File: src/rtl/uart_af.sv
// uart_af: 8N1 UART on the CPU bus, pins routed through GPIO alternate functions.
// Define UART_RX_FIFO_EN for an RX_DEPTH-entry RX FIFO (default: single entry).
module uart_af #(
  parameter logic [15:0] DIV_RESET = 16'd233,
  parameter int unsigned RX_DEPTH  = 4
) (
  input  logic        clk,
  input  logic        reset_n,
  input  logic        select,
  input  logic [3:0]  wstrb,
  input  logic [4:0]  addr,
  input  logic [31:0] data_i,
  output logic        ready,
  output logic [31:0] data_o,
  output logic        tx_out,
  output logic        tx_oe,
  input  logic        rx_in
);
  typedef enum logic [1:0] {IDLE, START, DATA, STOP} st_e;

  logic        ready_q;
  logic [31:0] data_q, rdata;
  logic [15:0] div_q, divx;
  logic [1:0]  ctrl_q;
  logic        acc, wr, rd;
  logic        a_data, a_stat, a_div, a_ctrl;
  logic        ovr_q, ferr_q;
  logic        tx_off, unused;

  st_e         tx_st_q;
  logic [15:0] tx_cnt_q;
  logic [7:0]  tx_sh_q, hold_q;
  logic [2:0]  tx_bit_q;
  logic        tx_out_q, hold_v_q;

  st_e         rx_st_q;
  logic [15:0] rx_cnt_q;
  logic [7:0]  rx_sh_q, rx_head;
  logic [2:0]  rx_bit_q;
  logic        rx_s1_q, rx_s2_q, rx_s3_q;
  logic        rx_done, push, pop, push_ok, ovr_set, ferr_set;
  logic        rx_valid, rx_full;

  assign acc    = select & ~ready_q;
  assign wr     = acc & (|wstrb);
  assign rd     = acc & ~(|wstrb);
  assign a_data = addr == 5'h00;
  assign a_stat = addr == 5'h04;
  assign a_div  = addr == 5'h08;
  assign a_ctrl = addr == 5'h0C;
  assign divx   = (div_q < 16'd7) ? 16'd7 : div_q;
  assign tx_off = wr & a_ctrl & ~data_i[0] & ctrl_q[0];
  assign unused = ^data_i[31:16];

  assign ready  = ready_q;
  assign data_o = data_q;
  assign tx_out = tx_out_q;
  assign tx_oe  = ctrl_q[0];

  assign rx_done  = (rx_st_q == STOP) & (rx_cnt_q == 16'd0) & ctrl_q[1];
  assign push     = rx_done & rx_s2_q;
  assign ferr_set = rx_done & ~rx_s2_q;
  assign pop      = rd & a_data & rx_valid;
  assign push_ok  = push & (~rx_full | pop);
  assign ovr_set  = push & rx_full & ~pop;

  always_comb begin
    rdata = '0;
    unique case (1'b1)
      a_data:  rdata = rx_valid ? {23'd0, 1'b1, rx_head} : 32'd0;
      a_stat:  rdata = {27'd0, ferr_q, ovr_q, rx_valid, hold_v_q,
                        tx_st_q != IDLE};
      a_div:   rdata = {16'd0, div_q};
      a_ctrl:  rdata = {30'd0, ctrl_q};
      default: rdata = '0;
    endcase
  end

  always_ff @(posedge clk or negedge reset_n) begin
    if (!reset_n) begin
      ready_q <= 1'b0;
      data_q  <= '0;
      div_q   <= DIV_RESET;
      ctrl_q  <= '0;
      ovr_q   <= 1'b0;
      ferr_q  <= 1'b0;
    end else begin
      ready_q <= select;
      if (rd) data_q <= rdata;
      if (wr && a_div) div_q <= data_i[15:0];
      if (wr && a_ctrl) ctrl_q <= data_i[1:0];
      ovr_q  <= ovr_set | (ovr_q & ~(rd & a_stat));
      ferr_q <= ferr_set | (ferr_q & ~(rd & a_stat));
    end
  end

  always_ff @(posedge clk or negedge reset_n) begin
    if (!reset_n) begin
      tx_st_q  <= IDLE;
      tx_cnt_q <= '0;
      tx_sh_q  <= '0;
      tx_bit_q <= '0;
      tx_out_q <= 1'b1;
      hold_q   <= '0;
      hold_v_q <= 1'b0;
    end else begin
      if (wr && a_data && !hold_v_q) begin
        hold_q   <= data_i[7:0];
        hold_v_q <= 1'b1;
      end
      if (tx_off) hold_v_q <= 1'b0;
      if (!ctrl_q[0]) begin
        tx_st_q  <= IDLE;
        tx_out_q <= 1'b1;
      end else if (tx_st_q == IDLE) begin
        if (hold_v_q) begin
          tx_st_q  <= START;
          tx_out_q <= 1'b0;
          tx_sh_q  <= hold_q;
          hold_v_q <= 1'b0;
          tx_cnt_q <= divx;
        end
      end else if (tx_cnt_q != 16'd0) begin
        tx_cnt_q <= tx_cnt_q - 16'd1;
      end else begin
        tx_cnt_q <= divx;
        unique case (tx_st_q)
          START: begin
            tx_st_q  <= DATA;
            tx_out_q <= tx_sh_q[0];
            tx_bit_q <= 3'd0;
          end
          DATA: begin
            if (tx_bit_q == 3'd7) begin
              tx_st_q  <= STOP;
              tx_out_q <= 1'b1;
            end else begin
              tx_bit_q <= tx_bit_q + 3'd1;
              tx_sh_q  <= tx_sh_q >> 1;
              tx_out_q <= tx_sh_q[1];
            end
          end
          STOP: begin
            // back-to-back frames: no idle gap when holding is full
            if (hold_v_q) begin
              tx_st_q  <= START;
              tx_out_q <= 1'b0;
              tx_sh_q  <= hold_q;
              hold_v_q <= 1'b0;
            end else begin
              tx_st_q <= IDLE;
            end
          end
          default: tx_st_q <= IDLE;
        endcase
      end
    end
  end

  always_ff @(posedge clk or negedge reset_n) begin
    if (!reset_n) begin
      rx_s1_q  <= 1'b1;
      rx_s2_q  <= 1'b1;
      rx_s3_q  <= 1'b1;
      rx_st_q  <= IDLE;
      rx_cnt_q <= '0;
      rx_sh_q  <= '0;
      rx_bit_q <= '0;
    end else begin
      rx_s1_q <= rx_in;
      rx_s2_q <= rx_s1_q;
      rx_s3_q <= rx_s2_q;
      if (!ctrl_q[1]) begin
        rx_st_q <= IDLE;
      end else if (rx_st_q == IDLE) begin
        if (rx_s3_q && !rx_s2_q) begin
          rx_st_q  <= START;
          rx_cnt_q <= (divx - 16'd1) >> 1;
        end
      end else if (rx_cnt_q != 16'd0) begin
        rx_cnt_q <= rx_cnt_q - 16'd1;
      end else begin
        rx_cnt_q <= divx;
        unique case (rx_st_q)
          START: begin
            rx_st_q  <= rx_s2_q ? IDLE : DATA;
            rx_bit_q <= 3'd0;
          end
          DATA: begin
            rx_sh_q <= {rx_s2_q, rx_sh_q[7:1]};
            if (rx_bit_q == 3'd7) rx_st_q <= STOP;
            else rx_bit_q <= rx_bit_q + 3'd1;
          end
          default: rx_st_q <= IDLE;
        endcase
      end
    end
  end

`ifdef UART_RX_FIFO_EN
  localparam int unsigned AW = $clog2(RX_DEPTH);
  logic [7:0]    mem_q [RX_DEPTH];
  logic [AW-1:0] wp_q, rp_q;
  logic [AW:0]   cnt_q;

  assign rx_valid = cnt_q != '0;
  assign rx_full  = cnt_q == (AW+1)'(RX_DEPTH);
  assign rx_head  = mem_q[rp_q];

  always_ff @(posedge clk) begin
    if (push_ok) mem_q[wp_q] <= rx_sh_q;
  end

  always_ff @(posedge clk or negedge reset_n) begin
    if (!reset_n) begin
      wp_q  <= '0;
      rp_q  <= '0;
      cnt_q <= '0;
    end else begin
      if (push_ok) wp_q <= wp_q + AW'(1);
      if (pop) rp_q <= rp_q + AW'(1);
      if (push_ok && !pop) cnt_q <= cnt_q + (AW+1)'(1);
      else if (!push_ok && pop) cnt_q <= cnt_q - (AW+1)'(1);
    end
  end
`else
  localparam int unsigned rx_depth_unused = RX_DEPTH;
  logic [7:0] rxb_q;
  logic       rxv_q;

  assign rx_valid = rxv_q;
  assign rx_full  = rxv_q;
  assign rx_head  = rxb_q;

  always_ff @(posedge clk or negedge reset_n) begin
    if (!reset_n) begin
      rxb_q <= '0;
      rxv_q <= 1'b0;
    end else if (push_ok) begin
      rxb_q <= rx_sh_q;
      rxv_q <= 1'b1;
    end else if (pop) begin
      rxv_q <= 1'b0;
    end
  end
`endif
endmodule

File: config.mk
export PLATFORM = sky130hd
export DESIGN_NAME = uart_af
export DESIGN_NICKNAME = d
export VERILOG_FILES = /design/src/rtl/uart_af.sv
export SDC_FILE = /design/constraint.sdc
export NUM_CORES = 1
export LEC_CHECK = 0
export ABC_AREA = 0
export BUFFER_PORTS_ARGS = -buffer_cell sky130_fd_sc_hd__buf_2
export CAP_MARGIN = 30
export CELL_PAD_IN_SITES_DETAIL_PLACEMENT = 2
export CELL_PAD_IN_SITES_GLOBAL_PLACEMENT = 2
export CORE_MARGIN = 2
export CORE_UTILIZATION = 34
export DETAILED_ROUTE_END_ITERATION = 16
export PLACE_DENSITY = 0.76
export SETUP_SLACK_MARGIN = 0.2
export SLEW_MARGIN = 20
export SYNTH_ARGS = -nofsm -noshare
export SYNTH_HDL_FRONTEND = slang
export SYNTH_SLANG_ARGS = --single-unit
File: constraint.sdc
create_clock -name clk -period 2.38 [get_ports clk]
set_input_delay 0.119 -clock clk [delete_from_list [all_inputs] [get_ports clk]]
set_output_delay 0.119 -clock clk [all_outputs]
set_load 0.02 [all_outputs]
==> reports/metrics.cfg, run 1 <==
[yosys]
ys_ff_latch=117
async_flop_share_pct=100
yosysWarnings=0
synthDistinctLibCells=79
synthCells=653
syn_avg_cell_area_um2=9.99
synth_edf_count=0
synth_area_um2=6530
synth_top_area_share_pct=41.4
yosysSeqAreaShare_pct=45.0
synth_area_leader_cell=dfrtp_1
synthTopCellsByArea=dfrtp_1, mux2_2, o21ai_0
synth_flop_cell=dfrtp_1

[timing]
slew_viol_final=0
setup_viol=41
fmax_ghz=0.386
period_share_pct=109
max_slew.worst_pin.slew_ps=758
rsz0062_at_grt=true
whs_ps=244
min_period_ps=2590
relSlewSlack_pct=49.0
finClkSkew_ps=21.2
finalHoldViolCount=0
worst_slack_ps=-207

[floorplan]
initial_core_util_pct=34.8
dieArea_um2=20300
coreArea_um2=18800
die_h_um=143
std_cell_rows=50
die_w_um=143
io-pin-count=80

[routing]
firstDrtPassIters=7
viasPerCell=6.25
highest_layer=met4
route.vias.total=6668
wl_per_cell_um=32.7
met1_length_um=13100
drc_errors=0
drt_wl_total_um=34900
wl_met3_um=1570
drt-initial-drc-count=457
wl_met2_um=18300
antenna_left=0

[setup_path]
cp-endpoint=tx_cnt_q[9]
worstSetupPathType=register to register
startpoint=tx_st_q[0]
cp_slowest_cell=dfrtp_1
cp-end-kind=register
cp-start-kind=register
path_max_fanout=15
reg2reg_slack_ps=-210
rr_startpoint=tx_st_q[0]
worstPathArrival_ps=2890
crit_top_cell=inv_1
slowest_delay_ps=440
path_cells=inv_1, ha_1, inv_1, o21ai_0, buf_4, nor3_1, a32oi_1, nand2_1
worst_r2r_endpoint=tx_cnt_q[9]
reg2reg_depth=8
critical_path_required_ps=2680

[flow_run]
cap_violations=0

[final_layout]
final_cells=1067
utilization_pct=51.0
multiInputGateArea_um2=4170
nNetsFinal=883
final_layout_size_suffix_gt1_share_pct=46.1
nFillCells=1866
seq_area_um2=2940
area_growth_pct=46.7
diodes=0

[placement]
dpl.hpwl_um=17500
place.gp.congestion=0.839
place_inst=976
port_buffers=47

[global_routing]
grt_max_degree=48
track_usage_pct=31.7
first_global_vias=7448
antenna_found_initial=0
grt_pass1_wl_um=47700
gr-total-overflow=0

[power_and_ir_drop]
power_mw=11.9
vdd_ir_drop_max_mv=0.631
p_per_area_nw_per_um2=1240
p_leak_nw=4.12

[cts]
clk_latency_ps=450
clock_sinks=117
cts_buffers=17
clockBufferDepth=2
htreeDepth=4
cts-root-buf=clkbuf_16
cts_tree=built
path_clk_slew_ps=70

[min_path]
hold_path_class=primary input to register

[outcome]
violations=setup timing
status=finished, violations left

critical path, delay by kind of cell (launching register included):
family | cells | cell delay, ps
flops | 1 | 440
simple gates | 2 | 220
fa+ha+maj | 1 | 380
compound gates | 2 | 660
buf+inv | 3 | 730
cell families after synthesis:
logic type / Yosys count / synth area share [%]
fa+ha+maj: 18 / 3.45
mux: 46 / 8.30
other cells: 1 / 0.0575
flops: 117 / 45.0
xor+xnor: 15 / 2.01
simple gates: 209 / 17.2
buf+inv: 70 / 5.14
compound gates: 177 / 18.8
sequential cells by signal, indices dropped and copies added (netlist names), 3 cells and up:
signal	flops
data_o	16
div_q	16
rx_cnt_q	16
tx_cnt_q	16
hold_q	8
rx_head	8
rx_sh_q	8
tx_sh_q	8
rx_bit_q	3
tx_bit_q	3
per-stage QoR:
stage / area (µm²) / worst slack (ps) / setup TNS [ps]
final: 9580 / -207 / -3530
after floorplan: 6680 / -4.03 / -4.03
after CTS: 9090 / -114 / -882
after global routing: 9580 / -290 / -5630
after detailed placement: 7530 / -91.7 / -1160
after global placement: 7530 / 35.9 / 0
Yosys cell counts (4+ instances only):
cell type	n
a222oi_1	4
mux2i_1	5
a22oi_1	4
dfstp_2	9
clkbuf_1	30
a21oi_1	27
o2bb2ai_1	6
nor2_1	40
xnor2_1	8
nor3b_1	5
o211ai_1	4
nand2b_1	5
nor3_1	27
mux2_2	33
or4_1	5
buf_4	17
a22o_1	14
dfrtp_1	108
nand4_1	8
nand2_1	50
inv_1	17
ha_1	18
and3_1	4
a2bb2oi_1	7
mux2_4	8
nor2b_1	9
o21ai_0	50
nor4_1	13
or3_1	7
a31oi_1	8
o22ai_1	10
xor2_1	7
nand3_1	14
how the worst min path moves through the flow:
stage,startpoint,to,slack [ps],depth (start not counted)
2_1_floorplan,reset_n,ctrl_q[0],-180,0
3_3_place_gp,reset_n,rx_cnt_q[14],180,1
3_5_place_dp,reset_n,rx_cnt_q[9],180,1
4_1_cts,wstrb[2],hold_v_q,190,5
5_1_grt,addr[2],hold_v_q,280,4
6_report,addr[2],hold_v_q,240,4
cell usage in the layout, fill, tap and decap left out, types with 9 or more instances in the layout:
cell type      netlist  final
dlygate4sd3_1        0     19
clkbuf_16            0     17
conb_1               1     16
dfrtp_1            108    107
o21ai_2              0     15
nor2_4               0     11
buf_2                1     46
nand3_1             14     11
nor3_1              27     21
ha_1                18     13
nand2_1             50     44
mux2_4               8     11
a21oi_2              1     16
mux2_2              33     30
o21ai_1              3     11
nor2_1              40     27
buf_4               17     85
o21ai_0             50     23
dfstp_2              9      9
buf_6                1     23
a22o_1              14     14
nor2b_1              9      9
a21oi_1             27     10
inv_1               17     13
repair_timing:
action	CTS	global route
buffers inserted	21	15
gates cloned	4	0
hold buffers	19	0
gates resized for setup	138	81
endpoints found under the setup margin	69	72
endpoints found under the hold margin	63	0
pin swaps	66	45
power by group:
group / internal [mW] / switching (mW)
Sequential: 2.44 / 0.536
Combinational: 2.68 / 3.65
Clock: 1.39 / 1.20
Total: 6.52 / 5.39
layer usage:
| layer | vias to the layer above | track usage, % |
|---|---|---|
| li1 | 2737 | - |
| met1 | 3491 | 35.4 |
| met2 | 298 | 57.0 |
| met3 | 142 | 6.83 |
| met4 | 0 | 15.7 |
| met5 | - | 0 |
area by class of cell:
type                    count  share of cell area [%]
clock buffers              18                    4.59
clock inverters            14                    1.23
inverters                  19                   0.758
multi-input cells         481                    43.5
flip-flops and latches    117                    30.7
well taps                 234                    3.06
repair buffers            184                    16.1
No activity file was read; power rests on OpenSTA's default activity.
==> run 2, diff against run 1 <==
==> constraint.sdc (replaced) <==
create_clock -name clk -period 2.38 [get_ports clk]
set_input_delay 0.238 -clock clk [delete_from_list [all_inputs] [get_ports clk]]
set_output_delay 0.238 -clock clk [all_outputs]
set_load 0.02 [all_outputs]
==> reports/metrics.cfg, run 2 (synthesized netlist as in run 1, its figures left out) <==
[setup_path]
startpoint=tx_cnt_q[0]
path_cells=inv_2, ha_4, or4b_4, o41ai_4, buf_4, nor2_1, a21oi_1, o21ai_0
rr_startpoint=tx_cnt_q[0]
path_buf_inv=2  ; -1
worstSetupPathType=register to register
worstPathArrival_ps=2900  ; about the same
cp_slowest_cell=or4b_4
path_max_fanout=5  ; -10
cp-start-kind=register
slowest_delay_ps=530  ; +90 ps
cp-end-kind=register
critical_path_required_ps=2640  ; -40 ps
critPathTopFamily=compound AO/OA/AOI/OAI gates

[cts]
clockBufferDepth=2  ; unchanged
cts_buffers=17  ; unchanged
path_clk_slew_ps=70  ; about the same
htreeDepth=4  ; unchanged
cts-root-buf=clkbuf_16
clock_sinks=117  ; unchanged
clk_latency_ps=440  ; about the same
cts_tree=built

[routing]
drc_errors=0  ; unchanged
route.vias.total=6487  ; -2.7%
antenna_left=0  ; unchanged
drt-initial-drc-count=415  ; -9.2%
drt_wl_total_um=32600  ; -6.6%
viasPerCell=6.15  ; -1.6%
firstDrtPassIters=5  ; -2
wl_per_cell_um=30.9  ; -5.5%

[timing]
period_share_pct=111  ; +2.0 points
fmax_ghz=0.380  ; -1.8%
finClkSkew_ps=15.2  ; -6.00 ps
setup_tns_ps=-3620  ; -92.7 ps
max_slew.worst_pin.slew_ps=709  ; -48.8 ps
worst_slack_ps=-254  ; -47.0 ps
setup_viol=41  ; unchanged
rsz0062_at_grt=true
relSlewSlack_pct=52.7  ; +3.7 points
slew_viol_final=0  ; unchanged
finalHoldViolCount=0  ; unchanged
min_period_ps=2630  ; +47.0 ps

[global_routing]
first_global_vias=7274  ; -2.3%
track_usage_pct=30.3  ; -1.4 points
gr-total-overflow=0  ; unchanged
grt_max_degree=49  ; +2.1%
antenna_found_initial=0  ; unchanged
grt_pass1_wl_um=45600  ; -4.5%

[final_layout]
layout_commonest_cell=dfrtp_1
layout_common_cells=dfrtp_1, buf_4, nand2_1
final_layout_size_suffix_gt1_share_pct=45.6  ; -0.54 points
seq_area_um2=2940  ; unchanged
nFillCells=1898  ; +1.7%
nNetsFinal=871  ; -1.4%
multiInputGateArea_um2=4100  ; -1.6%
area_growth_pct=42.8
final_cells=1055  ; -1.1%
diodes=0  ; unchanged

[power_and_ir_drop]
power_mw=11.4  ; -4.1%
p_leak_nw=3.99  ; -3.0%
vdd_ir_drop_max_mv=0.527  ; -16%
p_per_area_nw_per_um2=1220  ; -1.5%

[floorplan]
die_h_um=143  ; unchanged
dieArea_um2=20300  ; unchanged
io-pin-count=80  ; unchanged
std_cell_rows=50  ; unchanged
coreArea_um2=18800  ; unchanged
die_w_um=143  ; unchanged
initial_core_util_pct=34.8  ; unchanged

[placement]
place_inst=977  ; +0.10%
dpl.hpwl_um=16800  ; -4.1%
detailedPlace.worstSlack_ps=-83.4  ; +8.29 ps
port_buffers=47  ; unchanged
place.gp.congestion=0.830  ; -1.0%

[flow_run]
cap_violations=0  ; unchanged

[min_path]
hold_path_class=primary input to register
hold_start=data_i[12]

[outcome]
violations=setup timing
status=finished, violations left

==> run 2: where the power goes <==
group / switching (mW) / leakage [nW] / total [mW] / internal (mW)
Combinational: 3.47 / 2.24 / 5.92 / 2.45
Sequential: 0.497 / 1.49 / 2.94 / 2.44
Clock: 1.17 / 0.261 / 2.55 / 1.38
==> run 2: final timing paths <==
check                         endpoint  slack, ps  cells after the start
max                        tx_cnt_q[3]       -250                      8
min                          div_q[12]         40                      2
max reg2reg                tx_cnt_q[3]       -250                      8
min reg2reg                    rx_s2_q        360                      0
max in group asynchronous     div_q[3]       1170                      3
min in group asynchronous    div_q[11]        400                      2
==> run 2: layout make-up <==
| class | count | share of cell area [%] |
|---|---|---|
| clock inverter | 14 | 1.26 |
| multi-input combinational | 481 | 44.0 |
| clock buffer | 18 | 4.71 |
| inverter | 19 | 0.765 |
| sequential | 117 | 31.6 |
| timing repair buffer | 172 | 14.6 |
| tap | 234 | 3.14 |
==> run 2: through the flow <==
step | util [%] | hold WS, ps | instance area (µm²)
after floorplan | - | -57.6 | 6680
after global placement | 40.2 | 319 | 7540
after detailed placement | 40.2 | 329 | 7540
after CTS | 47.0 | 41.9 | 8830
after global routing | 49.7 | 37.5 | 9320
final | 49.7 | 42.2 | 9320
==> run 2: timing repair <==
item	CTS	global route
endpoints found under the setup margin	61	69
hold buffers	3	0
endpoints found under the hold margin	43	0
pin swaps	50	49
cloned	4	0
resized for setup	124	80
buffers inserted	24	15
==> run 2: metal layers <==
layer	global-route usage [%]	wire length [µm]	vias to the layer above
met3	6.16	1370	104
met2	53.8	17000	235
met5	0	0	-
met4	15.2	1540	0
met1	34.5	12800	3425
li1	-	-	2723
